**src/rtl/complement_pkg.sv**
```systemverilog
`default_nettype none
// ============================================================================
//  Module      : complement_pkg
//  Description : Shared types and constants for the complement-code to
//                sign-magnitude decoder.
//  Revision    : 1.0 - initial release
// ============================================================================
package complement_pkg;

    // Decoder control states; width fixed at two bits.
    typedef enum logic [1:0] {
        IDLE  = 2'd0,
        SHIFT = 2'd1,
        DONE  = 2'd2
    } state_t;

    // Narrowest word that still has a sign bit and one magnitude bit.
    localparam int c_min_width = 2;

endpackage : complement_pkg
`default_nettype wire

```
**src/rtl/complement_lane.sv**
```systemverilog
`default_nettype none
// ============================================================================
//  Module      : complement_lane
//  Description : One bit-serial lane. Walks the magnitude bits LSB first,
//                copying up to the first 1 of a negative word and inverting
//                everything after it, then latches the sign-magnitude word.
//  Revision    : 1.0 - initial release
// ============================================================================
module complement_lane
    import complement_pkg::*;
#(
    parameter int WIDTH = 8
) (
    input  logic             clk1,
    input  logic             rst_n,
    input  logic             i_load,
    input  logic             i_shift,
    input  logic             i_last,
    input  logic [WIDTH-1:0] i_word,
    output logic [WIDTH-1:0] o_word,
    output logic             o_ovf
);

    logic [WIDTH-2:0] r_mag;
    logic [WIDTH-2:0] r_res;
    logic             r_sign;
    logic             r_seen;
    logic [WIDTH-1:0] r_out;
    logic             r_ovf;

    logic             w_in_bit;
    logic             w_out_bit;
    logic             w_seen_next;
    logic [WIDTH-1:0] w_shifted;
    logic [WIDTH-2:0] w_res_next;

    // Per-bit conversion: invert only after the first 1 of a negative word.
    always_comb begin
        w_in_bit    = r_mag[0];
        w_out_bit   = (r_sign && r_seen) ? ~w_in_bit : w_in_bit;
        w_seen_next = r_seen | w_in_bit;
        // Result bits enter at the top and move down, so after the last
        // shift bit 0 of the input sits at bit 0 of the result.
        w_shifted   = {w_out_bit, r_res} >> 1;
        w_res_next  = w_shifted[WIDTH-2:0];
    end

    // Lane state: load on accept, advance on shift, latch result on last bit.
    always_ff @(posedge clk1 or negedge rst_n) begin
        if (!rst_n) begin
            r_mag  <= '0;
            r_res  <= '0;
            r_sign <= 1'b0;
            r_seen <= 1'b0;
            r_out  <= '0;
            r_ovf  <= 1'b0;
        end else if (i_load) begin
            r_mag  <= i_word[WIDTH-2:0];
            r_sign <= i_word[WIDTH-1];
            r_res  <= '0;
            r_seen <= 1'b0;
        end else if (i_shift) begin
            r_mag  <= r_mag >> 1;
            r_res  <= w_res_next;
            r_seen <= w_seen_next;
            if (i_last) begin
                r_out <= {r_sign, w_res_next};
                // Negative with an all-zero magnitude is -2^(WIDTH-1).
                r_ovf <= r_sign & ~w_seen_next;
            end
        end
    end

    assign o_word = r_out;
    assign o_ovf  = r_ovf;

endmodule : complement_lane
`default_nettype wire

```
**src/rtl/complement_decoder.sv**
```systemverilog
`default_nettype none
// ============================================================================
//  Module      : complement_decoder
//  Description : Two-lane bit-serial two's-complement to sign-magnitude
//                converter with valid/ready handshakes on both sides.
//  Revision    : 1.0 - initial release
// ============================================================================
module complement_decoder
    import complement_pkg::*;
#(
    parameter int bitNumber = 8
) (
    input  logic                 clk1,
    input  logic                 rst_n,
    input  logic                 in_valid,
    output logic                 in_ready,
    input  logic [bitNumber-1:0] A,
    input  logic [bitNumber-1:0] B,
    output logic                 out_valid,
    input  logic                 out_ready,
    output logic [bitNumber-1:0] Aout,
    output logic [bitNumber-1:0] Bout,
    output logic                 Aovf,
    output logic                 Bovf
);

    localparam int             c_cnt_w = $clog2(bitNumber);
    localparam [c_cnt_w-1:0]   c_last  = c_cnt_w'(bitNumber - 2);

    generate
        if (bitNumber < c_min_width) begin : g_param_check
            $error("complement_decoder: bitNumber must be at least 2");
        end
    endgenerate

    state_t             r_state;
    state_t             w_state_next;
    logic [c_cnt_w-1:0] r_cnt;
    logic               r_out_valid;

    logic               w_accept;
    logic               w_shift;
    logic               w_last;
    logic               w_handshake;

    assign in_ready    = (r_state == IDLE);
    assign w_accept    = in_valid && in_ready;
    assign w_shift     = (r_state == SHIFT);
    assign w_last      = w_shift && (r_cnt == c_last);
    assign w_handshake = r_out_valid && out_ready;

    // State register.
    always_ff @(posedge clk1 or negedge rst_n) begin
        if (!rst_n) begin
            r_state <= IDLE;
        end else begin
            r_state <= w_state_next;
        end
    end

    // Next-state: accept in IDLE, shift until the last magnitude bit, hold in DONE.
    always_comb begin
        w_state_next = r_state;
        case (r_state)
            IDLE:    if (w_accept)    w_state_next = SHIFT;
            SHIFT:   if (w_last)      w_state_next = DONE;
            DONE:    if (w_handshake) w_state_next = IDLE;
            default:                  w_state_next = IDLE;
        endcase
    end

    // Bit counter and output-valid flag; valid rises with the last shift.
    always_ff @(posedge clk1 or negedge rst_n) begin
        if (!rst_n) begin
            r_cnt       <= '0;
            r_out_valid <= 1'b0;
        end else begin
            if (w_accept) begin
                r_cnt <= '0;
            end else if (w_shift && !w_last) begin
                r_cnt <= r_cnt + c_cnt_w'(1);
            end
            if (w_last) begin
                r_out_valid <= 1'b1;
            end else if (w_handshake) begin
                r_out_valid <= 1'b0;
            end
        end
    end

    assign out_valid = r_out_valid;

    complement_lane #(.WIDTH(bitNumber)) u_lane_a (
        .clk1    (clk1),
        .rst_n   (rst_n),
        .i_load  (w_accept),
        .i_shift (w_shift),
        .i_last  (w_last),
        .i_word  (A),
        .o_word  (Aout),
        .o_ovf   (Aovf)
    );

    complement_lane #(.WIDTH(bitNumber)) u_lane_b (
        .clk1    (clk1),
        .rst_n   (rst_n),
        .i_load  (w_accept),
        .i_shift (w_shift),
        .i_last  (w_last),
        .i_word  (B),
        .o_word  (Bout),
        .o_ovf   (Bovf)
    );

endmodule : complement_decoder
`default_nettype wire
```
**config.mk**
```make
export PLATFORM = sky130hd
export DESIGN_NAME = complement_decoder
export DESIGN_NICKNAME = d
export VERILOG_FILES = /design/src/rtl/complement_pkg.sv /design/src/rtl/complement_lane.sv /design/src/rtl/complement_decoder.sv
export SDC_FILE = /design/constraint.sdc
export NUM_CORES = 1
export LEC_CHECK = 0
export CAP_MARGIN = 20
export CORE_MARGIN = 5
export CORE_UTILIZATION = 47
export DETAILED_ROUTE_END_ITERATION = 10
export PLACE_DENSITY = 0.75
export SLEW_MARGIN = 20
export SYNTH_ARGS = -nofsm -noshare
export SYNTH_HDL_FRONTEND = slang
export SYNTH_HIERARCHICAL = 1
export SYNTH_SLANG_ARGS = --single-unit
```
**constraint.sdc**
```tcl
create_clock -name clk1 -period 1.6 [get_ports clk1]
set_clock_uncertainty 0.05 [all_clocks]
set_input_delay 0.24 -clock clk1 [delete_from_list [all_inputs] [get_ports clk1]]
set_output_delay 0.24 -clock clk1 [all_outputs]
set_load 0.05 [all_outputs]
```
# Yosys cells after proc, flatten, opt, wreduce, memory -nomap -nowiden
# Cells that the tools add are included.
# op_classes
n_reduce_logical,13
n_eq_ne,6
n_mux,22
n_addsub,1
bitwise_logic,9
# op_table
op,count
$mux 7,8
$mux 1,8
$logic_and 1x1->1,6
$mux 2,3
$mux 3,2
$pmux 2 s3,1
$reduce_and 3->1,2
$reduce_bool 2->1,3
$not 1->1,5
$ne 2x1->1 const B,2
$add 3x1->3 const B,1
$eq 3x3->1 const B,1
$and 1x1->1,2
$eq 2x1->1 const B,1
$eq 2x2->1 const B,1
$logic_not 2->1,1
$ne 2x2->1 const B,1
$or 1x1->1,2
$logic_not 1->1,1
# totals
output_inout_bits,20
word_cells,66
ff_bits,56

# Longest topological paths before layout
# Gate-level depths: netlist (run 1).
# depth
ltp_word,6
ltp_mapped,9

# Hierarchy
# Netlist (run 1), hierarchy kept.
# by_module_without_submodules
module,area_per_inst_um2,instances,cells_per_inst,seq_area_each_um2
complement_lane,1028.5,2,81,600.6
complement_decoder,327.8,1,37,150.1

# Worst setup path after synthesis (run 1)
# Ideal clock, no wire load.
# synth_path
path_kind,reg-to-reg
startpoint,register r_state[0]
endpoint,"register u_lane_a.r_out[0], in the netlist u_lane_a/o_word[0]"
period_less_slack_ps,2304
path_stages_with_launch,6
setup_ps,125
n_path_buf,1
t_arrival_ps,2129
slack_ps,-704
path_cell_list,dfrtp_1 nor2_1 and2_1 nand3b_4 buf_6 mux2_4
# synth_via
elab_chain_cells,4
# synth_lines
element,line,rtl
start: declaration,complement_decoder.sv:36,state_t r_state;
start signal: assignment,complement_decoder.sv:57,r_state <= w_state_next;
$logic_not 2->1,complement_decoder.sv:46,assign in_ready = (r_state == IDLE);
net in_ready,complement_decoder.sv:16,"output logic in_ready,"
$logic_and 1x1->1,complement_decoder.sv:47,assign w_accept = in_valid && in_ready;
net w_accept,complement_decoder.sv:41,logic w_accept;
$not 1->1 (no line),-,
$reduce_and 3->1 (no line),-,
end signal: assignment,complement_lane.sv:67,"r_out <= {r_sign, w_res_next};"
end: declaration,complement_lane.sv:28,logic [WIDTH-1:0] r_out;
# The timed path passes the listed nets, and every way through them passes these cells.
# A chain may end at the register's enable or synchronous reset.

# Worst setup path after layout (run 1)
# layout_path
startpoint,register r_cnt[0]
endpoint,"register u_lane_b.r_out[0], in the netlist u_lane_b/o_word[0]"
# layout_via
elab_chain_cells,3
# layout_lines
element,line,rtl
start: declaration,complement_decoder.sv:38,logic [c_cnt_w-1:0] r_cnt;
start signal: assignment,complement_decoder.sv:81,r_cnt <= r_cnt + c_cnt_w'(1);
$eq 3x3->1,complement_decoder.sv:49,assign w_last = w_shift && (r_cnt == c_last);
$logic_and 1x1->1,complement_decoder.sv:49,
net w_last,complement_decoder.sv:43,logic w_last;
$reduce_and 3->1 (no line),-,
end signal: assignment,complement_lane.sv:67,
end: declaration,complement_lane.sv:28,
# The timed path passes the listed nets, and every way through them passes these cells.

==> impl_metrics.yaml, run 1 <==
run_status:
  status: "completed"
timing:
  max_freq_mhz: 638
  tightest_slew_ps: 367
  setup_viol: 0
  grt_setup_unrepaired: "yes"
  whs_ps: 322
  final_max_slew_viol_count: 0
  fin_crit_ps: 1570
  relSlewSlack_pct: 75.6
  fin_crit_sh_pct: 98.0
  setup-tns-final_ps: 0
  hold_viol: 0
  setup_slack_ps: 31.7
synth:
  synth_ff_type: "dfrtp_1"
  async_flop_share_pct: 100
  postSynthAreaPerCell_um2: 12.0
  synth_edf_count: 0
  post-synth-top-area-cell: "dfrtp_1"
  synthTopCellsByArea: "dfrtp_1 57%, mux2i_1 9.2%, mux2_4 7.6%"
  ys_ff_latch: 54
  yosysWarningCount: 6
  syn_inst: 199
  syn_area_um2: 2380
  yosysTopAreaCellShare_pct: 56.7
  yosysUniqueCellTypes: 25
  syn_nets: 221
  seq_area_frac_synth_pct: 56.7
route:
  drtIter0Drc: 125
  dr.pass1.iters: 4
  route.detailed.drc: 0
  viasPerCell: 4.96
  ant_nets: 0
  vias: 1642
  avgRoutedWirePerCell_um: 13.7
  wirelength_mm: 4.53
die:
  die_y_um: 81.2
  initial_utilization_pct: 47.6
  rows: 26
  die-area_um2: 6600
  ios: 40
  core_area_um2: 5010
  die-width_um: 81.2
power:
  p_sw_uw: 2590
  power.total_uw: 6350
  leakagePower_uw: 0.00158
  internal_power_uw: 3760
  clkPwrFrac_pct: 12.2
  p_sw_share_pct: 40.7
  seqPwrFrac_pct: 36.2
  ir_drop_v: 0.00118
  power_density_nw_per_um2: 2030
  p_comb_share_pct: 51.6
flow_run:
  max-cap-violations: 0
cells_and_area:
  syn2layout_area_growth_pct: 31.0
  postLayoutCellArea_um2: 3120
  fin_nets: 282
  drive_gt1_share_pct: 30.7
  num-fill-cells: 413
  diodes: 0
setup_path:
  slowest_delay_ps: 400
  cp_cell_sequence: "inv_2, ha_4, and2_4, nand2_4, inv_8, nand3b_4, mux2_4"
  critical_path_required_ps: 1750
  path_buf_inv: 2
  crit_slowest_cell: "dfrtp_1"
  critPathLaunchType: "flip-flop"
  arrival_ps: 1720
  worstSetupPathType: "flip-flop to flip-flop"
  crit_fanout: 6
  worst_setup_path_end_kind: "flip-flop"
  cp_top_family: "flip-flops"
place:
  dp_hpwl_mm: 2.88
  portBuffers: 39
  dpl_worst_slack_ps: -62.2
  placed_cell_area_um2: 2910
  gp_congestion: 0.805
grt:
  globalRouteOverflowTotal: 0
  grt_use_total_pct: 14.1
  grt_max_degree: 40
  grt_pass1_vias: 1576
  antenna_found_initial: 0
  grt_pass1_wl_mm: 7.20
clocking:
  clock_latency_ps: 310
  h-tree-depth: 2
  clock_sinks: 54
  cts_tree: "built"
  clock_tree.root_cell: "clkbuf_8"
  cts_buffer_depth: 2
  cts_buffers: 5
  path_clk_slew_ps: 90
min_path:
  hold_path_class: "input pin to async pin"
[per-layer routing]
metal / vias up / GRT usage (%) / wire length, um
li1: 798 / - / -
met1: 787 / 18.7 / 2050
met2: 51 / 22.5 / 2150
met3: 6 / 3.66 / 262
met4: 0 / 4.56 / 63
met5: - / 0 / 0
[cells in the mapped netlist (2+ instances only)]
cell and count:
inv_2 2, nand3b_4 2, xor2_1 2, o21ai_1 2
ha_1 2, mux2i_1 22, mux2_2 4, nand3_1 2
nand2b_1 4, dfrtp_1 54, mux2_4 12, clkbuf_1 4
inv_1 3, o21ai_0 20, nand2_1 27, nor2_1 17
buf_6 6, a211oi_1 2, a21oi_1 5, nor3_1 2
[layout by cell type (no fill, tap or decap), types with 2 or more instances in the layout]
master / Yosys / layout
and2_4: 1 / 2
o21ai_0: 20 / 20
buf_4: 0 / 37
clkbuf_8: 0 / 6
nand3b_2: 0 / 2
nor2_1: 17 / 16
mux2_2: 4 / 4
nand3_1: 2 / 2
clkdlybuf4s50_1: 0 / 18
nand2_1: 27 / 26
inv_2: 2 / 2
mux2i_1: 22 / 22
buf_12: 0 / 4
nor3_1: 2 / 2
o21ai_1: 2 / 2
nand2b_1: 4 / 4
inv_1: 3 / 2
a21oi_1: 5 / 5
mux2_4: 12 / 12
xor2_1: 2 / 2
a211oi_1: 2 / 2
dfrtp_1: 54 / 54
nand3b_4: 2 / 2
[cells by family (layout without fill, tap and decap cells)]
group | after synthesis | after routing | share of synthesized area [%]
adders and majority gates | 2 | 2 | 1.05
DFF | 54 | 54 | 56.7
xor gates and xnor gates | 2 | 2 | 0.735
and+or+nand+nor | 56 | 58 | 11.1
AOI/OAI and AO/OA | 32 | 32 | 7.50
muxes | 38 | 38 | 18.7
buffers and inverters | 15 | 75 | 4.25
[repair_timing]
action                                 4_1_cts  5_1_grt
resized for setup                            3        8
buffers inserted                             0        3
setup endpoints to repair                   15       34
gates cloned                                 2        1
pin swaps                                    0        1
hold buffers                                 1        0
endpoints found under the hold margin       15        0
[registers in the layout, indices dropped and copies added (netlist names), 2 cells and up]
signal and flops:
r_cnt 3, r_state 2, u_lane_b/r_res 6, u_lane_a/o_word 8, u_lane_b/o_word 8, u_lane_b/r_mag 7, u_lane_a/r_mag 7, u_lane_a/r_res 6
[through the flow]
stage	cells	util [%]
floorplan	199	-
global placement	316	58.0
detailed placement	316	58.0
CTS	327	60.7
global route	331	62.3
finish	331	62.3
[final timing paths]
| path | cells after the start | end | slack, ps | from |
|---|---|---|---|---|
| min in group clk1 | 3 | u_lane_b/r_mag[2]$_DFFE_PN0P_ | 440 | B[2] |
| max in group asynchronous | 3 | u_lane_b/r_mag[0]$_DFFE_PN0P_ | 660 | rst_n |
| max | 7 | u_lane_b/o_word[0]$_DFFE_PN0P_ | 30 | r_cnt[0]$_DFFE_PN0P_ |
| min | 2 | u_lane_a/o_word[0]$_DFFE_PN0P_ | 320 | rst_n |
| max reg2reg | 7 | u_lane_b/o_word[0]$_DFFE_PN0P_ | 30 | r_cnt[0]$_DFFE_PN0P_ |
| min reg2reg | 2 | u_lane_a/o_ovf$_DFFE_PN0P_ | 440 | u_lane_a/o_ovf$_DFFE_PN0P_ |
[cell type report]
type	instances	area, um^2	share of cell area (%)
tap	70	87.6	2.80
sequential	54	1350	43.3
multi-input combinational	132	985	31.5
clock inverter	2	12.5	0.401
inverter	5	26.3	0.841
clock buffer	6	82.6	2.64
timing repair buffer	62	578	18.5
[power by group through the flow]
stage | registers [uW] | clock network [uW] | logic (uW)
floorplan | 2870 | 0 | 1580
global placement | 2290 | 0 | 2950
detailed placement | 2300 | 0 | 3000
CTS | 2280 | 796 | 3060
global route | 2370 | 857 | 3510
finish | 2300 | 777 | 3280
Power figures use the tool's default switching activity.
==> run 2, diff against run 1 <==
--- a/config.mk
+++ b/config.mk
@@ -10,6 +10,6 @@
 export CORE_UTILIZATION = 47
 export DETAILED_ROUTE_END_ITERATION = 10
-export PLACE_DENSITY = 0.75
-export SLEW_MARGIN = 20
+export PLACE_DENSITY = 0.77
+export SLEW_MARGIN = 15
 export SYNTH_ARGS = -nofsm -noshare
 export SYNTH_HDL_FRONTEND = slang
==> constraint.sdc (replaced) <==
create_clock -name clk1 -period 1.6 [get_ports clk1]
set_clock_uncertainty 0.05 [all_clocks]
set_input_delay 0.32 -clock clk1 [delete_from_list [all_inputs] [get_ports clk1]]
set_output_delay 0.32 -clock clk1 [all_outputs]
set_load 0.05 [all_outputs]
==> impl_metrics.yaml, run 2 (synthesized netlist as in run 1, its figures left out) <==
setup_path:
  rr_worst_depth: 10
  worstSetupPathType: "flip-flop to flip-flop"
  arrival_ps: 1720
  worst_setup_path_end_kind: "flip-flop"
  endpoint: "r_cnt[0]$_DFFE_PN0P_"
  crit_fanout: 2
  crit-reg2reg-capture: "r_cnt[0]$_DFFE_PN0P_"
  startpoint: "r_cnt[0]$_DFFE_PN0P_"
  timing.reg2reg.setup_slack_ps: 10
  r2r_start: "r_cnt[0]$_DFFE_PN0P_"
  critPathLaunchType: "flip-flop"
  critical_path_required_ps: 1730
clocking:
  clock_tree.root_cell: "clkbuf_8"
  cts_buffers: 5
  path_clk_slew_ps: 90
  clock_latency_ps: 300
  clock_sinks: 54
  cts_buffer_depth: 2
  h-tree-depth: 2
  cts_tree: "built"
flow_run:
  max-cap-violations: 0
place:
  placed_cell_area_um2: 3140
  portBuffers: 39
  gp_congestion: 0.784
  dp_hpwl_mm: 3.39
route:
  route.detailed.drc: 0
  ant_nets: 0
  avgRoutedWirePerCell_um: 15.5
  viasPerCell: 5.07
  vias: 1702
  wirelength_mm: 5.20
  drtIter0Drc: 125
  dr.pass1.iters: 4
cells_and_area:
  diodes: 0
  syn2layout_area_growth_pct: 43.3
  final_common_cell: "dfrtp_1"
  fin_nets: 287
  multiInputGateArea_um2: 997
  layout_common_cells: "54 x dfrtp_1, 26 x nand2_1, 22 x buf_12, 22 x mux2i_1, 21 x buf_4"
  num-fill-cells: 355
  ff_latch_area_um2: 1350
  drive_gt1_share_pct: 31.6
  postLayoutCellArea_um2: 3420
run_status:
  status: "completed"
die:
  die_y_um: 81.2
  ios: 40
  initial_utilization_pct: 47.6
  die-width_um: 81.2
  rows: 26
  die-area_um2: 6600
  core_area_um2: 5010
timing:
  setup_viol: 0
  fin_crit_sh_pct: 99.3
  hold_viol: 0
  fin_crit_ps: 1590
  whs_ps: 463
  max_freq_mhz: 629
  grt_setup_unrepaired: "yes"
  tightest_slew_ps: 276
  relSlewSlack_pct: 81.6
  final_max_slew_viol_count: 0
power:
  ir_drop_v: 0.00128
  leakagePower_uw: 0.00168
  power_density_nw_per_um2: 2100
  power.total_uw: 7170
grt:
  antenna_found_initial: 0
  grt_pass1_wl_mm: 8.65
  grt_max_degree: 55
  grt_pass1_vias: 1805
  globalRouteOverflowTotal: 0
  grt_use_total_pct: 17.4
min_path:
  hold_path_class: "flip-flop to flip-flop"
-- run 2: worst min-delay path by stage --
stage | start | end | slack, ps | cells after the start
after floorplan | rst_n | out_valid$_DFFE_PN0P_ | -30 | 0
after global placement | rst_n | u_lane_a/r_mag[4]$_DFFE_PN0P_ | 280 | 2
after detailed placement | rst_n | u_lane_a/r_mag[3]$_DFFE_PN0P_ | 290 | 2
after CTS | u_lane_a/r_res[1]$_DFFE_PN0P_ | u_lane_a/o_word[0]$_DFFE_PN0P_ | 470 | 1
after global routing | u_lane_a/r_res[1]$_DFFE_PN0P_ | u_lane_a/o_word[0]$_DFFE_PN0P_ | 470 | 1
final | u_lane_a/r_res[1]$_DFFE_PN0P_ | u_lane_a/o_word[0]$_DFFE_PN0P_ | 460 | 1
-- run 2: layer usage --
metal  vias to the layer above  routed length, um  track usage, %
li1                        811                  -               -
met1                       829               2120            20.1
met2                        48               2730            30.1
met3                        14                183            4.10
met4                         0                161            8.45
met5                         -                  0               0
-- run 2: power by group --
group	internal [uW]	switching [uW]
Combinational	1970	1890
Clock	467	414
Sequential	1920	503
-- run 2: through the flow --
| stage | utilization, % | worst slack [ps] | TNS (ps) | instances |
|---|---|---|---|---|
| 5_1_grt | 68.2 | -42.5 | -403 | 336 |
| 3_5_place_dp | 62.7 | -123 | -1940 | 317 |
| 2_1_floorplan | - | -149 | -1850 | 199 |
| 4_1_cts | 67.4 | 11.8 | 0 | 336 |
| 3_3_place_gp | 62.7 | -104 | -1150 | 317 |
| 6_report | 68.2 | 11.1 | 0 | 336 |
-- run 2: repair_timing --
action                                  in CTS  in global routing
hold endpoints to repair                    54                  0
pin swaps                                    2                  3
gates cloned                                 2                  0
setup buffers                                8                  0
endpoints found under the setup margin      19                 29
resized for setup                           10                  9
hold buffers                                 1                  0
-- run 2: critical path: stages (launching register included) --
cell and delay [ps]:
dfrtp_1 390, inv_2 70, buf_4 130, buf_4 120
buf_4 120, buf_4 120, buf_4 120, buf_4 120
buf_4 120, nand3_1 60, a21oi_1 60
-- run 2: cell type report --
cell class | instances | area share, %
multi-input cells | 132 | 29.2
flip-flops and latches | 54 | 39.5
clock inverters | 2 | 1.10
inverters | 5 | 0.769
clock buffers | 6 | 2.12
repair buffers | 67 | 24.7
well taps | 70 | 2.56
==> run 3, diff against run 2 <==
CORE_ASPECT_RATIO = 1.5   (was unset)
==> impl_metrics.yaml, run 3 (synthesized netlist as in run 1, its figures left out) <==
clocking:
  cts_buffers: 5
  path_clk_slew_ps: 100
  h-tree-depth: 2
  clock_tree.root_cell: "clkbuf_8"
  cts_tree: "built"
  clock_sinks: 54
  clock_latency_ps: 310
  cts_buffer_depth: 2
setup_path:
  timing.reg2reg.setup_slack_ps: 40
  r2r_start: "r_cnt[0]$_DFFE_PN0P_"
  cp_cell_sequence: "buf_6, nor2_4, buf_4, buf_12"
  rr_worst_depth: 7
  critPathLaunchType: "flip-flop"
  worstSetupPathType: "flip-flop to output port"
  arrival_ps: 1190
  critical_path_required_ps: 1230
  crit_slowest_cell: "dfrtp_1"
  crit-reg2reg-capture: "u_lane_b/o_word[1]$_DFFE_PN0P_"
  worst_setup_path_end_kind: "output port"
  slowest_delay_ps: 400
  crit_fanout: 5
timing:
  tightest_slew_ps: 269
  setup_viol: 0
  max_freq_mhz: 640
  hold_viol: 0
  relSlewSlack_pct: 82.1
  fin_crit_sh_pct: 97.7
  whs_ps: 286
  final_max_slew_viol_count: 0
  fin_crit_ps: 1560
die:
  die-area_um2: 6630
  initial_utilization_pct: 48.8
  ios: 40
  core_area_um2: 4890
  die_y_um: 97.2
  die-width_um: 68.2
  rows: 31
cells_and_area:
  fin_nets: 290
  drive_gt1_share_pct: 32.7
  layout_common_cells: "54 x dfrtp_1, 27 x buf_4, 26 x nand2_1, 22 x buf_12, 22 x mux2i_1"
  utilization_pct: 69.3
  syn2layout_area_growth_pct: 41.9
  final_common_cell: "dfrtp_1"
  diodes: 0
route:
  avgRoutedWirePerCell_um: 14.5
  vias: 1644
  dr.pass1.iters: 4
  drtIter0Drc: 95
  ant_nets: 0
  viasPerCell: 4.91
  wirelength_mm: 4.87
  route.detailed.drc: 0
grt:
  grt_pass1_vias: 1719
  grt_pass1_wl_mm: 7.89
  busiest_layer: "met2"
  grt_use_total_pct: 15.4
  globalRouteOverflowTotal: 0
  grt_max_degree: 53
  grt_use_met1_pct: 19.7
  antenna_found_initial: 0
  use_met3_pct: 3.59
  met2_usage_pct: 25.3
place:
  gp_congestion: 0.781
  dp_hpwl_mm: 3.37
  portBuffers: 39
power:
  power.total_uw: 6900
  power_density_nw_per_um2: 2040
  ir_drop_v: 0.00135
  leakagePower_uw: 0.00168
run_status:
  status: "completed"
flow_run:
  max-cap-violations: 0
min_path:
  hold_path_class: "input pin to async pin"
## run 3: cell type report
| class | instances | area (um^2) |
|---|---|---|
| Fill cell | 377 | 1500 |
| Sequential cell | 54 | 1350 |
| Multi-Input combinational cell | 130 | 962 |
| Timing Repair Buffer | 72 | 872 |
| Tap cell | 66 | 82.6 |
| Clock buffer | 5 | 68.8 |
| Clock inverter | 3 | 26.3 |
| Inverter | 5 | 21.3 |
## run 3: worst max path at each step
stage	start	cells past startpoint	endpoint	slack [ps]
after floorplan	r_state[1]$_DFFE_PN0P_	5	u_lane_a/o_word[0]$_DFFE_PN0P_	-150
after global placement	in_valid	4	u_lane_b/o_word[5]$_DFFE_PN0P_	-80
after detailed placement	in_valid	4	u_lane_b/o_word[5]$_DFFE_PN0P_	-110
after CTS	r_state[1]$_DFFE_PN0P_	6	u_lane_a/r_mag[2]$_DFFE_PN0P_	10
after global routing	r_state[1]$_DFFE_PN0P_	4	in_ready	-20
final	r_state[1]$_DFFE_PN0P_	4	in_ready	40
## run 3: metrics by stage
step	cells	setup WS (ps)	setup TNS, ps	cell area, um^2
2_1_floorplan	199	-149	-1850	2390
3_3_place_gp	318	-81.5	-971	3170
3_5_place_dp	318	-111	-1770	3170
4_1_cts	329	13.6	0	3310
5_1_grt	335	-19.8	-55.0	3380
6_report	335	36.8	0	3380
## run 3: routing by layer
layer  share of wire (%)  vias up
met4                 1.6        0
met5                   0        -
li1                    -      806
met1                  42      795
met2                  53       34
met3                 3.6        9
## run 3: report_power, final
part	switching [uW]	internal [uW]	leakage, uW
registers	487	1920	0.000697
clock network	466	317	0.0000483
logic	1770	1950	0.000934
## run 3: worst max-delay path, delay by kind of cell (launching register included)
family	cells	cell delay [ps]
simple gates	1	110
flops	1	400
buf+inv	3	370
## run 3: what timing repair did
action | CTS | global route
pin swaps | 0 | 3
endpoints found under the hold margin | 54 | 0
setup endpoints to repair | 18 | 28
hold buffers | 1 | 0
setup buffers | 2 | 6
gates resized for setup | 5 | 7
==> RTL change 1: new RTL, flow settings as in run 1 <==
The 3 states of `state_t` get a one-hot encoding in 3 bits.
--- a/src/rtl/complement_pkg.sv
+++ b/src/rtl/complement_pkg.sv
@@ -8,10 +8,10 @@
 package complement_pkg;
 
     // Decoder control states; width fixed at two bits.
-    typedef enum logic [1:0] {
-        IDLE  = 2'd0,
-        SHIFT = 2'd1,
-        DONE  = 2'd2
+    typedef enum logic [2:0] {
+        IDLE  = 3'b001,
+        SHIFT = 3'b010,
+        DONE  = 3'b100
     } state_t;
 
     // Narrowest word that still has a sign bit and one magnitude bit.
Behaviour: same outputs for any inputs over 10 cycles, from zero or initial values and one cycle with rst_n low; not proved beyond that.
==> RTL change 1 against run 1 <==
The run now ends with negative setup slack left; critical path depth decreased by 3; non-clock buffer count increased by 7; fmax decreased by 6.7%; final area increased by 8.0%; routed wire length increased by 7.4%; setup slack got worse by 110 ps; sequential cell count increased by 1; total power decreased by 26%; area after synthesis increased by 1.3%; critical path type is now reg -> out; largest power group unchanged.
==> RTL change 1: results (changes against run 1) <==
metric;value;unit;change
outcome;finished with violations;;
failing checks;negative setup slack;;
CP max stage cell;dfstp_2;;
crit path launch;r_state[0];;
WL met2;2430;microns;+13%
Placed Cells;317;;+0.32%
Final clock-cell share;0.0241;;-0.00633
number of global-route vias before repair;1618;;+2.7%
sequential fraction of the synthesis area;0.570;;+0.00354
M1 WL;2150;microns;+4.6%
final setup vio count;19;;+19
met1 GRT Util;0.198;;+0.0108
ANT cells;0;;unchanged
Reg2Reg Depth;6;;-1
1st-pass router iterations;6;;+2
Reg area;1380;sq um;+1.9%
combinational share of power;0.427;;-0.089
total internal power;3160;uW;-16%
FF+latch count, synth;55;;+1.9%
Post-CTS Setup Bufs;5;;+5
post-synthesis mux area share;0.193;;+0.00587
Peak supply drop;1.33;mV;+12%
Synth top cells by count;54 x dfrtp_1, 30 x nand2_1, 24 x mux2i_1, 20 x o21ai_0, 16 x nor2_1;;
NonClk Buf Share;0.214;;+0.0286
CTS resizes;24;;+21
count of multi-input gates;131;;-0.76%
layout cells sized above 1;0.347;;+0.0405
Clk. pwr;720;uW;-7.3%
vias;1676;;+2.1%
met3 usage;0.0373;;+0.000695
crit-path max FO;2;;-4
largest net degree at the start of global routing;56;;+40%
ys async rst share;1.00;;unchanged
Synth warnings;6;;unchanged
fill count;357;;-14%
multi-input combinational area share;0.318;;+0.00232
pre-CTS WS;-150;ps;-88.2 ps
total track usage;0.152;;+0.0108
LEAKAGE;0.00172;uW;+8.9%
met3 wire len;190;microns;-27%
routed len/inst;14.4;microns;+5.1%
area share of fa/ha/maj cells after synthesis;0.0104;;-0.000136
DR vias/cell;4.96;;about the same
GR Util met2;0.238;;+0.0128
r2r setup slk;-60;ps;-90 ps
first-pass GRT wire length;7590;microns;+5.4%
CP max stage delay;550;ps;+150 ps
Final nets;289;;+2.5%
initial DRC count;92;;-26%
Non-Clock Buffer Count;69;;+11%
clkbuf count;7;;+1
CP Capture Point;in_ready;;
setup ws final;-81.6;ps;-113 ps
post-synthesis cell type count;26;;+4.0%
Worst Max-Slew Pin Slew;300;ps;-66.1 ps
compound-cell area share of the yosys netlist;0.0621;;-0.0129
RR Startpoint;r_state[0];;
gpl congestion;0.733;;-9.0%
CP arrival;1390;ps;-330 ps
R2R Path End;u_lane_a/o_word[0];;
[RTL change 1: cell types whose count changed after synthesis, moves of 2 or more]
cell      delta
o21ai_1      -2
mux2i_1      +2
nand2b_1     -2
nor3_1       -2
nand2_1      +3
[RTL change 1: worst reg2reg max path, delay by kind of cell (launching register included)]
family / cells / cell delay (ps)
buffers and inverters: 3 / 320
multiplexers: 1 / 310
flip-flops: 1 / 550
AND/OR/NAND/NOR: 2 / 330
[RTL change 1: stage by stage]
step | area [sq um] | hold WS (ps) | setup TNS (ps) | util | total power (uW)
finish | 3370 | 400 | -860 | 0.669 | 4730
detailed placement | 2960 | 208 | -3050 | 0.586 | 3470
global placement | 2960 | 204 | -2290 | 0.586 | 3410
floorplan | 2430 | -106 | -1590 | - | 2900
global route | 3370 | 428 | -2760 | 0.669 | 5050
CTS | 3210 | 414 | -805 | 0.636 | 4450
==> RTL change 2: new RTL, config.mk and constraints of run 1 <==
Without the edit above. The parameter `bitNumber` goes from 8 to 4.
--- a/src/rtl/complement_decoder.sv
+++ b/src/rtl/complement_decoder.sv
@@ -8,7 +8,7 @@
 module complement_decoder
     import complement_pkg::*;
 #(
-    parameter int bitNumber = 8
+    parameter int bitNumber = 4
 ) (
     input  logic                 clk1,
     input  logic                 rst_n,
Interface: changed (resized A, Aout, B and Bout); port bits go from 40 to 24. The function was not compared with the original's and may differ.
==> RTL change 2 against run 1 <==
Synthesized cell count shrank 45%; cell count shrank 46%; setup slack lost 17 ps; area after synthesis shrank 45%; sequential cell count shrank 25; total power shrank 41%; final area shrank 45%; routed wire length shrank 46%; critical endpoint is now u_lane_a/o_word[1].
==> RTL change 2: results (changes against run 1) <==
metric;value;unit;change
area share of fa/ha/maj cells after synthesis;0.00962;;-0.000878
CP arrival;1750;ps;+30 ps
first-pass GRT wire length;4280;microns;-41%
Peak supply drop;1.37;mV;+16%
outcome;completed;;
clk_lat worst skew;330;ps;+20 ps
Post-Synth XOR/XNOR Area;0.0135;;+0.00612
fill count;217;;-47%
routed len/inst;13.7;microns;-0.11%
layout cells sized above 1;0.342;;+0.0358
CP max stage delay;420;ps;+20 ps
crit-path max FO;7;;+1
total track usage;0.139;;-0.00147
total internal power;2200;uW;-42%
initial DRC count;17;;-86%
Final nets;161;;-43%
gpl congestion;0.805;;about the same
sequential fraction of the synthesis area;0.558;;-0.00894
crit path launch;r_cnt[0];;
compound-cell area share of the yosys netlist;0.105;;+0.0298
number of I/O port buffers;23;;-41%
DP Area;1620;sq um;-44%
Clock Root Buffer;clkbuf_4;;
syn nets;122;;-45%
largest cells by area after synthesis;dfrtp_1 56%, mux2_4 6.9%, mux2i_1 4.6%, nand2_1 4.3%, o21ai_0 3.8%;;
DR vias/cell;5.06;;+1.9%
Synth top cells by count;29 x dfrtp_1, 15 x nand2_1, 10 x nor2_1, 10 x o21ai_0;;
number of global-route vias before repair;971;;-38%
Slew HR;0.759;;+0.00306
## RTL change 2: final cells by class
type | count | area (sq um) | area share
timing repair buffer | 37 | 322 | 0.187
tap | 31 | 38.8 | 0.0226
clock buffer | 7 | 65.1 | 0.0378
clock inverter | 1 | 5.00 | 0.00291
multi-input combinational | 73 | 554 | 0.322
sequential | 29 | 727 | 0.423
inverter | 2 | 7.51 | 0.00437
## RTL change 2: power groups by stage
| stage | registers [uW] | logic [uW] | clock network, uW |
|---|---|---|---|
| 2_1_floorplan | 1680 | 1000 | 0 |
| 3_3_place_gp | 1310 | 1850 | 0 |
| 3_5_place_dp | 1330 | 1900 | 0 |
| 4_1_cts | 1320 | 1900 | 520 |
| 5_1_grt | 1370 | 2090 | 564 |
| 6_report | 1330 | 1940 | 503 |
## RTL change 2: final timing paths
kind                                           end  slack (ps)  depth (start not counted)
worst max-delay path            u_lane_a/o_word[1]          20                          7
min in group clk1                u_lane_a/r_mag[0]         420                          3
worst max register to register  u_lane_a/o_word[1]          20                          7
worst min-delay path             u_lane_a/r_mag[1]         240                          2
worst min register to register      u_lane_b/o_ovf         460                          2
max in group asynchronous               r_state[0]         980                          2
## RTL change 2: what timing repair did
item | in CTS | in global routing
setup buffers | 0 | 2
resized for setup | 0 | 6
endpoints found under the setup margin | 0 | 8
## RTL change 2: metal layers
metal  track usage  part of all wire
met5             0                 0
met1         0.157              0.43
met2         0.223              0.50
met3        0.0594             0.047
met4        0.0716             0.020
## RTL change 2: per-stage QoR
stage | utilization | worst slack, ps | std cells | total power, uW
3_5_place_dp | 0.596 | 26.8 | 170 | 3230
4_1_cts | 0.622 | 11.0 | 178 | 3740
6_report | 0.634 | 15.0 | 180 | 3780
2_1_floorplan | - | -53.1 | 109 | 2690
3_3_place_gp | 0.596 | 49.4 | 170 | 3160
5_1_grt | 0.634 | -47.5 | 180 | 4030
## RTL change 2: logic make-up after synthesis
| logic type | Yosys count |
|---|---|
| mux | 14 |
| flops | 29 |
| fa+ha+maj | 1 |
| compound gates | 21 |
| simple gates | 35 |
| xor+xnor | 2 |
| buf+inv | 7 |
## RTL change 2: worst reg2reg max path: stages, from the launching register on
cell and delay [ps]:
dfrtp_1 420, inv_1 80, ha_2 180, nand2_2 80, nor2_4 110, buf_6 120
nand3b_4 120, mux2_4 310
